[config.mk]
export PLATFORM = sky130hd
export DESIGN_NAME = fsm_estacionamiento
export DESIGN_NICKNAME = d
export VERILOG_FILES = /design/src/rtl/fsm_estacionamiento.sv
export SDC_FILE = /design/constraint.sdc
export NUM_CORES = 1
export LEC_CHECK = 0
export BUFFER_PORTS_ARGS = -buffer_cell sky130_fd_sc_hd__buf_4
export CORE_MARGIN = 2
export CORE_UTILIZATION = 58
export DETAILED_ROUTE_END_ITERATION = 7
export GPL_TIMING_DRIVEN = 0
export PLACE_DENSITY_LB_ADDON = 0.15
export SLEW_MARGIN = 5
export SYNTH_ARGS = -nofsm -noshare
export SYNTH_HDL_FRONTEND = slang
export SYNTH_SLANG_ARGS = --single-unit
[constraint.sdc]
create_clock -name clk -period 6 [get_ports clk]
set_input_delay 0.6 -clock clk [delete_from_list [all_inputs] [get_ports clk]]
set_output_delay 0.6 -clock clk [all_outputs]
set_load 0.005 [all_outputs]
[src/rtl/fsm_estacionamiento.sv]
// Parking-lot gate controller: decodes an outer/inner beam pair (A outside,
// B inside) into entry/exit events, keeps the occupancy count and flags
// physically impossible sensor sequences.
module fsm_estacionamiento #(
    parameter int unsigned CAPACITY = 16,
    parameter int unsigned CNT_W    = 5
) (
    input  logic             clk,
    input  logic             reset,
    input  logic [1:0]       sensor,
    output logic             entrada,
    output logic             salida,
    output logic [CNT_W-1:0] ocupados,
    output logic             lleno,
    output logic             error
);

    // Beam patterns: bit1 = A (outside) blocked, bit0 = B (inside) blocked.
    localparam logic [1:0] SNS_NONE = 2'b00;
    localparam logic [1:0] SNS_A    = 2'b10;
    localparam logic [1:0] SNS_AB   = 2'b11;
    localparam logic [1:0] SNS_B    = 2'b01;

    localparam logic [CNT_W-1:0] CNT_MAX  = CNT_W'(CAPACITY);
    localparam logic [CNT_W-1:0] CNT_ZERO = '0;
    localparam logic [CNT_W-1:0] CNT_ONE  = CNT_W'(1);

    typedef enum logic [2:0] {
        IDLE  = 3'd0,
        E_A   = 3'd1,
        E_AB  = 3'd2,
        E_B   = 3'd3,
        S_B   = 3'd4,
        S_AB  = 3'd5,
        S_A   = 3'd6,
        ERROR = 3'd7
    } state_t;

    state_t state;
    state_t state_nxt;
    logic   entry_c;
    logic   exit_c;

    // State register.
    always_ff @(posedge clk or posedge reset) begin
        if (reset) begin
            state <= IDLE;
        end else begin
            state <= state_nxt;
        end
    end

    // Next-state decode; each state's own sensor pattern holds it by default.
    always_comb begin
        state_nxt = state;
        entry_c   = 1'b0;
        exit_c    = 1'b0;
        unique case (state)
            IDLE: begin
                case (sensor)
                    SNS_A:   state_nxt = E_A;
                    SNS_B:   state_nxt = S_B;
                    SNS_AB:  state_nxt = ERROR;
                    default: state_nxt = IDLE;
                endcase
            end
            E_A: begin
                case (sensor)
                    SNS_AB:   state_nxt = E_AB;
                    SNS_NONE: state_nxt = IDLE;   // car backed off
                    SNS_B:    state_nxt = ERROR;
                    default:  state_nxt = E_A;
                endcase
            end
            E_AB: begin
                case (sensor)
                    SNS_B:    state_nxt = E_B;
                    SNS_A:    state_nxt = E_A;    // reversal
                    SNS_NONE: state_nxt = ERROR;
                    default:  state_nxt = E_AB;
                endcase
            end
            E_B: begin
                case (sensor)
                    SNS_NONE: begin
                        state_nxt = IDLE;
                        entry_c   = 1'b1;
                    end
                    SNS_AB:  state_nxt = E_AB;    // reversal
                    SNS_A:   state_nxt = ERROR;
                    default: state_nxt = E_B;
                endcase
            end
            S_B: begin
                case (sensor)
                    SNS_AB:   state_nxt = S_AB;
                    SNS_NONE: state_nxt = IDLE;   // car backed off
                    SNS_A:    state_nxt = ERROR;
                    default:  state_nxt = S_B;
                endcase
            end
            S_AB: begin
                case (sensor)
                    SNS_A:    state_nxt = S_A;
                    SNS_B:    state_nxt = S_B;    // reversal
                    SNS_NONE: state_nxt = ERROR;
                    default:  state_nxt = S_AB;
                endcase
            end
            S_A: begin
                case (sensor)
                    SNS_NONE: begin
                        state_nxt = IDLE;
                        exit_c    = 1'b1;
                    end
                    SNS_AB:  state_nxt = S_AB;    // reversal
                    SNS_B:   state_nxt = ERROR;
                    default: state_nxt = S_A;
                endcase
            end
            ERROR: begin
                if (sensor == SNS_NONE) begin
                    state_nxt = IDLE;
                end
            end
            default: state_nxt = IDLE;
        endcase
    end

    // One-cycle event pulses and error flag, aligned with the state register.
    always_ff @(posedge clk or posedge reset) begin
        if (reset) begin
            entrada <= 1'b0;
            salida  <= 1'b0;
            error   <= 1'b0;
        end else begin
            entrada <= entry_c;
            salida  <= exit_c;
            error   <= (state_nxt == ERROR);
        end
    end

    // Occupancy counter, saturating at both ends; pulses still fire when saturated.
    always_ff @(posedge clk or posedge reset) begin
        if (reset) begin
            ocupados <= CNT_ZERO;
        end else if (entry_c) begin
            if (ocupados < CNT_MAX) begin
                ocupados <= ocupados + CNT_ONE;
            end
        end else if (exit_c) begin
            if (ocupados != CNT_ZERO) begin
                ocupados <= ocupados - CNT_ONE;
            end
        end
    end

    // Full flag straight from the count.
    assign lleno = (ocupados == CNT_MAX);

endmodule

; ---- Word level (Yosys, flattened, before mapping)
; Index checks and enable logic that the tools add are counted.
[totals]
ff_bits = 11
wordCells = 43
[op_classes]
addsub = 2
magnitude_cmp = 1
eq_ne = 13
muxes = 16
n_reduce_logical = 6
[op_table]
columns = cell, count
row1 = $pmux W3 S3, 6
row2 = $pmux W3 S8, 1
row3 = $mux W5, 4
row4 = $eq A3 B3 Y1 const B, 5
row5 = $eq A3 B2 Y1 const B, 2
row6 = $pmux W2 S3, 1
row7 = $add A5 B1 Y5 const B, 1
row8 = $eq A5 B5 Y1 const B, 1
row9 = $lt A5 B5 Y1 const B, 1
row10 = $reduce_bool A5 Y1, 1
row11 = $sub A5 B1 Y5 const B, 1
row12 = $eq A2 B2 Y1 const B, 2
row13 = $reduce_bool A2 Y1, 2
row14 = $eq A3 B1 Y1 const B, 1
row15 = $logic_not A3 Y1, 1
row16 = $mux W1, 3
row17 = $mux W3, 1
row18 = $reduce_and A3 Y1, 1
row19 = $eq A2 B1 Y1 const B, 1
row20 = $logic_not A2 Y1, 1
row21 = $ne A2 B1 Y1 const B, 1

; ---- Longest topological paths before layout
; Gate-level depths: netlist of run 1.
[logic_depth]
word_depth = 5
ltp_mapped = 9

; ---- Worst setup path before layout of run 1
; OpenSTA, ideal clock, no wires.
[synth_timing]
kind = input port to flip-flop
from = in sensor[0]
to = reg ocupados[4]
setup_time_ps = 133
arrival_ps = 2214
required_time_ps = 5867
path_slack_ps = 3654
path_stages = 9
n_path_buf = 0
path_cell_list = inv_1 > ha_1 > nand4_1 > fa_1 > a21o_1 > a21oi_1 > nand2_1 > mux2i_1 > o21ai_0
[synth_via]
elab_chain_len = 5
[synth_rtl]
columns = element, line_no
row1 = from (decl), 10  ; input logic [1:0] sensor,
row2 = $logic_not A2 Y1 (*), "84, 111"
row3 = $mux W1 (*), "84, 111"
row4 = $mux W1, 58  ; unique case (state)
row5 = $ne A2 B1 Y1 (no source line) / $reduce_bool A2 Y1 (equally long branches), --
row6 = $reduce_and A3 Y1 (no source line), --
row7 = to (signal assigned), 149  ; ocupados <= ocupados + CNT_ONE;
row8 = to (signal assigned), 153  ; ocupados <= ocupados - CNT_ONE;
row9 = to (decl), 13  ; output logic [CNT_W-1:0] ocupados,
; Every way passes the cells marked *; elsewhere a longest branch is shown, timed or not.
; A chain may end at the register's enable or synchronous reset.

; ---- Final worst setup path of run 1
; Ends and elaborated chain as after synthesis.

==> impl_metrics.env, run 1 <==
export IMPL_synth_top_area_share_pct=32.59
export IMPL_p_total_mw=0.4440
export IMPL_tritoncts="yes"
export IMPL_hold_viol_final=0
export IMPL_grt_max_degree=12
export IMPL_clock_latency_ns=0.28
export IMPL_ys_ff_latch=11
export IMPL_htreeDepth=1
export IMPL_first_pass_iters=4
export IMPL_io_pins=13
export IMPL_cts_sinks=11
export IMPL_cts_path_max_buffers=2
export IMPL_antenna_found_initial=0
export IMPL_fp_dieW_um=42.16
export IMPL_async_flop_share_pct=100.0
export IMPL_arrival_ns=2.65
export IMPL_ir_drop_v=0.0002888
export IMPL_p_int_mw=0.2587
export IMPL_die_area_um2=1777
export IMPL_ctsHoldBuffers=0
export IMPL_post_route_min_period_ns=2.512
export IMPL_endpoint_kind="flop"
export IMPL_grt_setup_unrepaired="false"
export IMPL_maxSlewViolCount=0
export IMPL_synth_cell_types=30
export IMPL_start_kind="input pin"
export IMPL_hpwl_um=1294
export IMPL_synth_seq_area_share_pct=32.59
export IMPL_post_cts_setup_buffers=0
export IMPL_syn_nets=104
export IMPL_synth_top_flop_cell="dfrtp_1"
export IMPL_worst_ep_required_time_ns=6.14
export IMPL_ctsRootBufferMaster="clkbuf_4"
export IMPL_die_h_um=42.16
export IMPL_viasPerCell=5.807
export IMPL_p_switching_mw=0.1853
export IMPL_slew_headroom_pct=67.76
export IMPL_syn_inst=88
export IMPL_initial_core_util_pct=63.32
export IMPL_syn_avg_cell_area_um2=9.597
export IMPL_grt_use_total_pct=21.45
export IMPL_fin_skew_ns=0.01204
export IMPL_status="finished, final reports clean"
export IMPL_synth_area_um2=844.6
export IMPL_initialDrtViolationCount=23
export IMPL_std_cell_rows=13
export IMPL_crit_type="input pin to flop"
export IMPL_io_buffers=12
export IMPL_cts_made_buffers=3
export IMPL_synth_largest_area_cell="dfrtp_1"
export IMPL_tns_ns=0
export IMPL_vias=691
export IMPL_globalplace_congestion=0.8041
export IMPL_switching_share_pct=41.74
export IMPL_nets=121
export IMPL_ys_warn_count=0
export IMPL_ctsResizeCount=0
export IMPL_grt_ovfl_total=0
export IMPL_finalCritPeriodShare_pct=41.86
export IMPL_path_clk_slew_ns=0.08
export IMPL_fill_cells=102
export IMPL_grt_pass1_vias=657
export IMPL_grt_pass1_wl_um=2898
export IMPL_setup_viol=0
export IMPL_fmaxAchievable_ghz=0.3982
export IMPL_synth_edf_count=0
export IMPL_powerDensity_nw_per_um2=453.2
export IMPL_routed_wl_um=1653
export IMPL_p_seq_share_pct=30.7
export IMPL_antenna_cells=0
export IMPL_p_leak_nw=0.4870
export IMPL_p_clk_share_pct=11.9
export IMPL_core_um2=1334
export IMPL_max_slew_worst_pin_slew_ns=0.4791
export IMPL_synthTopCellsByArea="dfrtp_1 (33%), ha_1 (16%), mux2_2 (5.3%)"
export IMPL_cp_max_fo=7
export IMPL_drive_gt1_share_pct=22.12
export IMPL_hold_class="input pin to async pin"
export IMPL_drc=0
export IMPL_ant_nets=0
export IMPL_p_comb_share_pct=57.4
export IMPL_wl_per_cell_um=13.89
export IMPL_syn2layout_area_growth_pct=16.00
export IMPL_maxCapViolCount=0
## state kept, by name (all words and copies together), names as in the netlist
signal,count
error,1
ocupados,5
entrada,1
salida,1
state,3
## power groups by stage
stage / Sequential [mW] / Clock, mW / Combinational [mW]
detailed placement: 0.138 / 0 / 0.254
finish: 0.136 / 0.0529 / 0.255
CTS: 0.137 / 0.0539 / 0.256
floorplan: 0.133 / 0 / 0.180
global placement: 0.136 / 0 / 0.245
global route: 0.142 / 0.0575 / 0.288
## final timing paths
check | start | end | slack (ns) | cells past startpoint
max | sensor[0] | ocupados[4] | 3.49 | 10
min | reset | error | 0.31 | 2
max reg2reg | state[2] | ocupados[4] | 3.70 | 9
min reg2reg | ocupados[4] | ocupados[4] | 0.58 | 2
max in group asynchronous | reset | ocupados[4] | 5.39 | 2
min in group clk | ocupados[4] | ocupados[4] | 0.58 | 2
## cell usage after synthesis, types with 2 or more instances
cell type / instances
dfrtp_1: 11
ha_1: 11
inv_1: 8
a21oi_1: 7
nand2_1: 7
nor2_1: 5
o21ai_0: 5
mux2_2: 4
nand2b_1: 3
buf_2: 2
mux2i_1: 2
nor3_1: 2
o21bai_1: 2
o221ai_1: 2
xor2_1: 2
## placed cells by master, fill, tap and decap left out, drive strengths merged, types with 3 or more instances in the layout
cell type  Yosys  routed
clkbuf         1       5
nand2b         3       3
buf            2      14
a21oi          7       7
nand2          7       7
nor2           5       5
dfrtp         11      11
ha            11      11
o21ai          5       5
inv            8       8
mux2           4       4
## routing by layer
| layer | track usage [%] | share of wire [%] | vias to the layer above |
|---|---|---|---|
| li1 | - | - | 344 |
| met1 | 26.61 | 44 | 326 |
| met2 | 36.00 | 50 | 21 |
| met3 | 7.759 | 6.0 | 0 |
| met4 | 3.750 | 0 | 0 |
| met5 | 0 | 0 | - |
## critical path: stages
cell and delay, ns:
buf_4 0.13, inv_1 0.13, ha_1 0.32, nand4_1 0.30
fa_1 0.50, a21o_1 0.18, a21oi_1 0.18, nand2_1 0.09
mux2i_1 0.13, o21ai_0 0.09
## per-stage QoR
step	setup slack (ns)	hold WS (ns)	area (um2)	std cells	util, %
6_report	3.488	0.3081	979.7	119	73.45
5_1_grt	3.291	0.3450	979.7	119	73.45
4_1_cts	3.476	0.3186	979.7	119	73.45
3_5_place_dp	3.190	0.5675	953.4	115	71.48
3_3_place_gp	3.256	0.5518	953.4	115	71.48
2_1_floorplan	3.654	0.4524	844.6	88	-
## cell type report
| type | instances | area [um2] | share of cell area (%) |
|---|---|---|---|
| multi-input combinational | 66 | 525.5 | 53.64 |
| sequential | 11 | 275.3 | 28.10 |
| inverter | 8 | 30.03 | 3.065 |
| buffer | 3 | 13.76 | 1.405 |
| clock buffer | 4 | 26.28 | 2.682 |
| timing repair buffer | 12 | 90.09 | 9.195 |
| tap | 15 | 18.77 | 1.916 |
## kinds of logic (layout without fill, tap and decap cells)
kind of cell	count (synthesis)	after routing	synth area share, %
muxes	7	7	10.82
and+or+nand+nor	21	21	11.85
xor gates and xnor gates	3	3	3.112
buffers and inverters	11	27	5.185
AOI/OAI and AO/OA	23	23	17.78
DFF	11	11	32.59
adders and majority gates	12	12	18.67
Power figures use the tool's default switching activity.
==> run 2: changes to the inputs <==
Settings changed: CORE_UTILIZATION 58 to 54.
Clock period 6 ns to 2.6 ns, I/O delays scaled along.
==> run 2 against run 1 <==
Net effect: the run now ends with negative hold slack left; sequential power grew 130%; combinational power rose by 130%; cell count grew 0.84%; register-to-register slack lost 3.4 ns; non-clock buffer count did not move; clock power rose by 120%; sequential cell count unchanged; worst setup slack got worse by 3.2 ns; global-route usage fell by 1.9 points; wire length is 3.8% lower; largest cell class unchanged.
==> impl_metrics.env, run 2 (synthesis gave the netlist of run 1 again) <==
export IMPL_status="complete, but fails checks"
export IMPL_violations="negative hold slack"
export IMPL_largest_register_ffs=5
export IMPL_timing_final_ws_setup_ns=0.2784
export IMPL_cp_max_fo=10
export IMPL_place_inst=116
export IMPL_die_h_um=43.55
export IMPL_grt_use_total_pct=19.54
export IMPL_fmaxAchievable_ghz=0.4307
export IMPL_drc=0
export IMPL_slew_headroom_pct=69.48
export IMPL_routed_wl_um=1591
export IMPL_path_clk_slew_ns=0.07
export IMPL_globalplace_congestion=0.8291
export IMPL_viasPerCell=5.850
export IMPL_grt_pass1_vias=654
export IMPL_hold_viol_final=11
export IMPL_worst_ep_required_time_ns=2.74
export IMPL_fin_skew_ns=0.004615
export IMPL_io_pins=13
export IMPL_first_pass_iters=4
export IMPL_syn2layout_area_growth_pct=16.15
export IMPL_tritoncts="yes"
export IMPL_grt_pass1_wl_um=2842
export IMPL_post_place_ws_ns=0.1620
export IMPL_hpwl_um=1224
export IMPL_cts_made_buffers=3
export IMPL_ir_drop_v=0.0005307
export IMPL_final_common_cell="buf_4"
export IMPL_utilization_pct=65.88
export IMPL_grt_setup_unrepaired="false"
export IMPL_ctsHoldBuffers=0
export IMPL_slowest_stage="fa_1"
export IMPL_whs_ns=-0.01623
export IMPL_p_leak_nw=0.4870
export IMPL_worstPathCellList="buf_2 > inv_1 > nand4_1 > fa_1 > a21o_1 > a21oi_1 > nand2_1 > mux2i_1 > o21ai_0"
export IMPL_antenna_found_initial=0
export IMPL_ant_nets=0
export IMPL_initial_core_util_pct=56.72
export IMPL_reg_largest_list="ocupados: 5 flops, state: 3 flops"
export IMPL_nets=121
export IMPL_powerDensity_nw_per_um2=1036
export IMPL_layout_common_cells="buf_4 (12), ha_1 (11), dfrtp_1 (11)"
export IMPL_finalNonFillerCells=120
export IMPL_crit_type="flop to flop"
export IMPL_wl_per_cell_um=13.26
export IMPL_setup_viol=0
export IMPL_die_area_um2=1896
export IMPL_vias=702
export IMPL_clock_latency_ns=0.27
export IMPL_grt_max_degree=12
export IMPL_fp_dieW_um=43.55
export IMPL_max_slew_worst_pin_slew_ns=0.4536
export IMPL_arrival_ns=2.47
export IMPL_hold_class="input pin to async pin"
export IMPL_maxCapViolCount=0
export IMPL_io_buffers=12
export IMPL_grt_ovfl_total=0
export IMPL_start_kind="flop"
export IMPL_fill_cells=123
export IMPL_htreeDepth=1
export IMPL_core_um2=1489
export IMPL_tns_ns=0
export IMPL_post_cts_setup_buffers=0
export IMPL_ctsResizeCount=0
export IMPL_cts_path_max_buffers=2
export IMPL_max_stage_delay_ns=0.51
export IMPL_ctsRootBufferMaster="clkbuf_4"
export IMPL_endpoint_kind="flop"
export IMPL_post_route_min_period_ns=2.322
export IMPL_initialDrtViolationCount=22
export IMPL_std_cell_rows=14
export IMPL_finalCritPeriodShare_pct=89.29
export IMPL_drive_gt1_share_pct=22.12
export IMPL_antenna_cells=0
export IMPL_top_register="ocupados"
export IMPL_maxSlewViolCount=0
export IMPL_cts_sinks=11
==> run 2: cell type report <==
| type | count | area [um2] | area share (%) |
|---|---|---|---|
| Sequential cell | 11 | 275.3 | 28.06 |
| Inverter | 8 | 30.03 | 3.061 |
| Clock buffer | 4 | 26.28 | 2.679 |
| Buffer | 3 | 13.76 | 1.403 |
| Timing Repair Buffer | 12 | 90.09 | 9.184 |
| Tap cell | 16 | 20.02 | 2.041 |
| Multi-Input combinational cell | 66 | 525.5 | 53.57 |
==> run 2: path summary, 6_finish.rpt <==
kind | startpoint | end | slack, ns | cells past startpoint
max | state[2] | ocupados[4] | 0.28 | 9
min | reset | ocupados[4] | -0.02 | 2
max reg2reg | state[2] | ocupados[4] | 0.28 | 9
min reg2reg | ocupados[0] | ocupados[0] | 0.58 | 1
max in group asynchronous | reset | state[0] | 2.32 | 2
min in group clk | sensor[1] | state[1] | 0.52 | 4
==> run 2: critical path, delay by kind of cell, from the launching register on <==
family | cells | cell delay [ns]
AND/OR/NAND/NOR | 2 | 0.39
adder cells (fa/ha/maj) | 1 | 0.51
flip-flops | 1 | 0.37
multiplexers | 1 | 0.13
buffers and inverters | 2 | 0.35
AO/OA/AOI/OAI | 3 | 0.44
==> run 2: metal layers <==
layer / up-vias / routed length [um] / global-route usage, %
li1: 343 / - / -
met1: 329 / 743 / 28.01
met2: 27 / 738 / 30.88
met3: 3 / 96 / 2.500
met4: 0 / 13 / 5.455
met5: - / 0 / 0
==> run 2: stage by stage <==
stage	instance area [um2]	total power, mW
global route	980.9	1.114
floorplan	844.6	0.7243
global placement	954.7	0.8842
finish	980.9	1.016
detailed placement	954.7	0.8989
CTS	980.9	1.019
==> run 2: power breakdown <==
part | internal, mW | switching (mW) | leakage (nW)
registers | 0.244 | 0.0669 | 0.135
logic | 0.294 | 0.293 | 0.337
clock network | 0.0594 | 0.0582 | 0.0150
